File: src/rtl/rf_arb_pkg.sv
// Shared types and helpers for the register-file port arbiter between
// writeback and the debug/formal-harness requester.
package rf_arb_pkg;

  typedef enum logic [1:0] {
    IDLE  = 2'd0,
    WAIT  = 2'd1,
    STALL = 2'd2,
    ACK   = 2'd3
  } rf_arb_state_t;

  // x0 is hardwired to zero: writes to it are dropped and reads return 0.
  localparam int RF_X0 = 0;

  // Width of a counter that must hold the value max itself.
  function automatic int starve_w(input int max);
    return (max < 1) ? 1 : $clog2(max + 1);
  endfunction

endpackage

File: src/rtl/rf_arb_starve_cnt.sv
// Saturating count of consecutive cycles a debug request lost to writeback;
// hit flags the cycle whose increment lands on STARVE_MAX.
module rf_arb_starve_cnt
  import rf_arb_pkg::*;
#(
  parameter  int STARVE_MAX = 8,
  localparam int CNT_W      = starve_w(STARVE_MAX)
) (
  input  logic clk,
  input  logic rst,
  input  logic clr,
  input  logic inc,
  output logic hit
);

  localparam logic [CNT_W-1:0] MAX = CNT_W'(STARVE_MAX);

  logic [CNT_W-1:0] cnt_q;
  logic [CNT_W-1:0] cnt_d;

  // NOTE: every signal assigned in always_comb gets a default first, so no
  // path through the block can leave it unassigned and infer a latch.
  always_comb begin
    cnt_d = cnt_q;
    if (clr)
      cnt_d = '0;
    else if (inc && (cnt_q != MAX))
      cnt_d = cnt_q + 1'b1;
  end

  assign hit = inc && !clr && (cnt_d == MAX);

  // NOTE: state registers use non-blocking assignments so every flop samples
  // pre-edge values, independent of block ordering in simulation.
  always_ff @(posedge clk or posedge rst) begin
    if (rst)
      cnt_q <= '0;
    else
      cnt_q <= cnt_d;
  end

endmodule

File: src/rtl/rf_port_arbiter.sv
// Shares the integer register file write port and one registered read port
// between writeback (always wins) and a debug requester with starvation stall.
module rf_port_arbiter
  import rf_arb_pkg::*;
#(
  parameter int XLEN       = 32,
  parameter int AR_BITS    = 5,
  parameter int STARVE_MAX = 8
) (
  input  logic               clk,
  input  logic               rst,
  input  logic               wb_we_i,
  input  logic [AR_BITS-1:0] wb_dst_i,
  input  logic [XLEN-1:0]    wb_r_i,
  input  logic               dbg_req_i,
  input  logic               dbg_we_i,
  input  logic [AR_BITS-1:0] dbg_addr_i,
  input  logic [XLEN-1:0]    dbg_wdata_i,
  output logic               dbg_ack_o,
  output logic [XLEN-1:0]    dbg_rdata_o,
  output logic               rf_we_o,
  output logic [AR_BITS-1:0] rf_dst_o,
  output logic [XLEN-1:0]    rf_r_o,
  output logic [AR_BITS-1:0] rf_rd_addr_o,
  output logic               rf_rd_en_o,
  input  logic [XLEN-1:0]    rf_rd_q_i,
  output logic               pipe_stall_o
);

  localparam logic [AR_BITS-1:0] X0 = AR_BITS'(RF_X0);

  rf_arb_state_t     state_q, state_d;
  logic              stall_q;
  logic              op_rd_q;
  logic              op_x0_q;
  logic [XLEN-1:0]   rdata_q;
  logic              grant;
  logic              blocked;
  logic              starve_hit;

  // Gating with rst keeps a grant from issuing a write or read strobe while
  // reset is asserted mid-operation.
  assign grant   = !rst && (state_q != ACK) && dbg_req_i && !wb_we_i;
  assign blocked = dbg_req_i && wb_we_i && ((state_q == IDLE) || (state_q == WAIT));

  rf_arb_starve_cnt #(.STARVE_MAX(STARVE_MAX)) u_starve (
    .clk (clk),
    .rst (rst),
    .clr (grant),
    .inc (blocked),
    .hit (starve_hit)
  );

  always_comb begin
    state_d = state_q;
    unique case (state_q)
      IDLE, WAIT: begin
        if (!dbg_req_i)     state_d = IDLE;
        else if (!wb_we_i)  state_d = ACK;
        else if (starve_hit) state_d = STALL;
        else                state_d = WAIT;
      end
      STALL: begin
        if (!dbg_req_i)     state_d = IDLE;
        else if (!wb_we_i)  state_d = ACK;
      end
      ACK:     state_d = IDLE;
      default: state_d = IDLE;
    endcase
  end

  // Writeback owns the write port whenever it asks; debug only sees it on grant.
  always_comb begin
    rf_we_o      = !rst && (wb_we_i || (grant && dbg_we_i && (dbg_addr_i != X0)));
    rf_dst_o     = wb_we_i ? wb_dst_i : dbg_addr_i;
    rf_r_o       = wb_we_i ? wb_r_i   : dbg_wdata_i;
    rf_rd_en_o   = grant && !dbg_we_i;
    rf_rd_addr_o = dbg_addr_i;
  end

  // Read data is passed through live in ACK and held afterwards.
  assign dbg_ack_o    = (state_q == ACK);
  assign dbg_rdata_o  = (dbg_ack_o && op_rd_q) ? (op_x0_q ? '0 : rf_rd_q_i) : rdata_q;
  assign pipe_stall_o = stall_q;

  // NOTE: reset covers only control and small data registers; the register
  // file storage itself lives outside this block.
  always_ff @(posedge clk or posedge rst) begin
    if (rst) begin
      state_q <= IDLE;
      stall_q <= 1'b0;
      op_rd_q <= 1'b0;
      op_x0_q <= 1'b0;
      rdata_q <= '0;
    end else begin
      state_q <= state_d;
      stall_q <= (state_d == STALL);
      if (grant) begin
        op_rd_q <= !dbg_we_i;
        op_x0_q <= (dbg_addr_i == X0);
      end
      if (dbg_ack_o)
        rdata_q <= dbg_rdata_o;
    end
  end

endmodule

File: config.mk
export PLATFORM = sky130hd
export DESIGN_NAME = rf_port_arbiter
export DESIGN_NICKNAME = d
export VERILOG_FILES = /design/src/rtl/rf_arb_pkg.sv /design/src/rtl/rf_arb_starve_cnt.sv /design/src/rtl/rf_port_arbiter.sv
export SDC_FILE = /design/constraint.sdc
export NUM_CORES = 1
export LEC_CHECK = 0
export ABC_CLOCK_PERIOD_IN_PS = 2300
export CORE_MARGIN = 4
export CORE_UTILIZATION = 34
export DETAILED_ROUTE_END_ITERATION = 16
export PLACE_DENSITY = 0.81
export REMOVE_ABC_BUFFERS = 1
export SKIP_LAST_GASP = 1
export SYNTH_ARGS = -nofsm -noshare
export SYNTH_HDL_FRONTEND = slang
export SYNTH_SLANG_ARGS = --single-unit
File: constraint.sdc
create_clock -name clk -period 2.3 [get_ports clk]
set_clock_uncertainty 0.2 [all_clocks]
set_input_delay 0.23 -clock clk [delete_from_list [all_inputs] [get_ports clk]]
set_output_delay 0.23 -clock clk [all_outputs]
set_load 0.1 [all_outputs]
==> summary.md <==
The flop and latch count out of synthesis works out to 41. The critical path goes through and2_1 -> nand2_2 -> buf_12 -> o21ai_0 -> buf_12. STA puts the critical path data required time at 1.87 ns. The worst hold path belongs to the class in -> reg. TritonCTS built the clock tree.

The area fraction in and, or, nand and nor cells after synthesis works out to 18.2%. Dividing the synthesized area by the synthesized cell count gives 9.22 sq um. No sink is reached through more buffers than the 2 on the longest clock path. The die covers 8840 sq um. At the later pin of the worst-skew pair, clock insertion delay measures 0.28 ns.

The fraction of synthesized area in multiplexers came out at 17.8%. Buffers placed on the I/O ports in this run total 188. Timing analysis after detailed placement gives a worst setup slack of 0.0828 ns. The tools report the number of pins with negative max-slew slack in the final report as 0.

Summing the areas of all compound-gate instances in the mapped netlist gives 16.6% of the synthesized area. The clock tree synthesis step divided the H-tree into 2 levels. The normalized max-slew margin is 66.4%, and the global route total overflow is 0.

In this run, the number of DRC markers left after iteration 0 of detailed routing was 119. By instance count, the cell type seen most on the critical path is buf_12. The floorplan has 31 rows.

TritonCTS created 5 clock buffers. Final hold analysis gives a worst-case slack of 0.145 ns. Routability-driven placement finished with a final weighted congestion of 0.883.

The count of cells in the finished layout, fillers not included, comes to 557. The post-synthesis instance area was 2520 sq um. Yosys attributes the largest share of cell area to dfrtp_1, mux2_2, o21ai_0. The tools report the final-layout fill cell count as 480. The portion of the clock cycle consumed by the worst path in the final layout works out to 99.6%. Setup violations remaining at the end of the flow were counted as 0. The proportion of synthesized chip area in sequential cells was 40.8%; the max-cap check violation count was 0.

The tools report the number of global-route vias before repair as 2925. The initial antenna violation count is 2. The register clock-pin slew on the reported worst setup and hold paths was 0.07 ns. In the synthesized netlist the dominant register cell turns out to be dfrtp_1. The element type at the critical path start is a register. Entering global routing, the biggest net connects 97 pins.

For this run, design rule violations remaining after detail routing come to 0. After synthesis, the largest area contributor takes up 40.8% of total cell area. The width of the die is 94.0 um. The synthesis-to-finish area growth is 114%, and the ratio of cells with drive above 1 in the final layout is 30.9%. For the global routing usage summed across all routing layers, the log shows 23.3%. By count the netlist is led by o21ai_0, dfrtp_1, mux2_2, nand2_1, nand2b_1. Setup repair after global routing could not meet its margin everywhere.

For the placed instance count, the log shows 547. The number of different library cells used by synthesis comes to 36. Synthesis produced 273 cells.

The critical path is of the reg -> out type. The xor/xnor share of the synthesized area works out to 0.348%. In this run the power density over the cells is 1260 nW/um^2.

By area, the combinational part of the netlist is dominated by simple AND/OR/NAND/NOR gates. For the count of endpoints failing hold in the final timing report, the log shows 0. The overall power consumption is 6790 uW, and the slew of the pin with the lowest slew margin is 0.503 ns.

Die height: 94.0 um. For the remaining antenna violation count, the log shows 0. The run finished with clean final reports.

The share of flip-flops with an asynchronous set or reset is 100%. The floorplan step defined a core boundary enclosing 7210 sq um. The final route contains 2805 vias. The multi-input combinational cells in the finished layout cover a total of 1360 sq um. After detailed routing, the number of vias per cell comes to 5.04.

The total setup buffers inserted after CTS was 0; the top fanout value on the critical path was 48. The count of warnings emitted by yosys was 0; the stage delay of the slowest cell on the critical path was 0.45 ns. In the final routed layout, each cell accounts on average for 18.8 um. The post-synthesis share of cell area spent on full adders, half adders and majority gates came out at 0.995%. Data arrives at the worst endpoint at 1.86 ns. For this design, the sink count on the clock tree is 41. The run gives 189 as the I/O pin total. The final worst-path setup slack came out at 0.00964 ns. The worst setup path is captured at a primary output. The initial utilization of the core area, before any placement, comes to 34.9%.

Master of the slowest instance on the critical path: dfrtp_1. Summed over all cells, the static leakage comes to 0.00237 uW. In this run, synthesis inferred 0 flip-flops with an integrated enable. The smallest clock period supported by the final layout is computed as 2.29 ns. The first detailed-routing pass ran for 4 iterations. The cell sitting at the root of the clock tree is a clkbuf_8. The worst-case IR drop observed on VDD is 0.436 mV. At the end of the flow, the number of nets in the layout was 569.

Post-synthesis cell type with the largest combined area: dfrtp_1. Yosys instantiated no cell more often than o21ai_0. The logs give 8.62 mm for the half-perimeter wire length after detailed placement and 10.5 mm for the aggregate routed wire length. The tools report the total area of sequential cells as 1030 sq um.

Timing would allow up to 437 MHz. The first global-routing pass estimated 15.3 mm of wire.
## stage by stage
step                util [%]  setup TNS, ns  cell area (sq um)
finish                  74.6              0               5380
global route            74.6         -0.967               5380
detailed placement      72.8              0               5250
CTS                     74.2        -0.0505               5350
global placement        72.8              0               5250
floorplan                  -        -134.34               2400
## cell usage in the layout, fill, tap and decap left out, types with 2 or more instances in the layout
master             n
dfrtp_1           40
a21oi_1            2
and2_1             2
clkbuf_8           5
nand2b_1          32
nor2_1             4
buf_4             11
mux2_2            37
o21ai_1           24
clkdlybuf4s50_1  109
buf_12            77
nor4_1             2
o31ai_1            2
nand2_1           32
ha_1               2
mux2i_1            2
nand4b_1           2
inv_1              4
o21ai_0           43
diode_2            2
## cell type report
type	instances	area share (%)
inverter	5	0.349
clock buffer	5	1.28
tap	99	2.30
timing repair buffer	199	51.0
sequential	41	19.1
clock inverter	2	0.651
multi-input combinational	204	25.3
antenna	2	0.0930
## registers in the layout, summed over array words and instances, names as in the netlist
signal	flops
rdata_q	32
u_starve.cnt_q	4
state_q	2
op_rd_q	1
op_x0_q	1
pipe_stall_o	1
## timing repair
item / in CTS / in global routing
gates resized for setup: 1 / 20
endpoints found under the setup margin: 16 / 32
endpoints found under the hold margin: 0 / 0
hold buffers: 0 / 0
gates cloned: 0 / 1
## path summary, 6_finish.rpt
check / start / end / cells after the start / slack (ns)
min in group asynchronous: rst / state_q[1]$_DFF_PP0_ / 3 / 0.33
hold reg to reg: rdata_q[27]$_DFFE_PP0P_ / rdata_q[27]$_DFFE_PP0P_ / 2 / 0.27
hold / removal: wb_we_i / pipe_stall_o$_DFF_PP0_ / 3 / 0.14
max in group asynchronous: rst / op_x0_q$_DFFE_PP0N_ / 3 / 1.21
setup reg to reg: state_q[1]$_DFF_PP0_ / state_q[0]$_DFF_PP0_ / 4 / 0.40
setup / recovery: state_q[1]$_DFF_PP0_ / dbg_rdata_o[24] / 5 / 0.01
## kinds of logic after synthesis
group / count (synthesis)
flip-flops: 41
adder cells (fa/ha/maj): 2
multiplexers: 40
AND/OR/NAND/NOR: 83
AO/OA/AOI/OAI: 78
buffers and inverters: 28
XOR/XNOR: 1
## worst max-delay path: cells and delay by family (launching register included)
family,cells,cell delay (ns)
DFF,1,0.45
buffers and inverters,2,0.42
AOI/OAI and AO/OA,1,0.36
and+or+nand+nor,2,0.32
## per-layer routing
metal	global-route usage [%]	vias up	routed length (um)
li1	-	1316	-
met1	21.9	1320	3400
met2	42.5	146	5520
met3	10.7	23	1150
met4	10.6	0	405
met5	0	-	0
## power breakdown
group,switching [uW],internal [uW]
sequential,110,1030
clock,224,315
combinational,3370,1740
total,3700,3080
(Power assumes the default switching activity.)
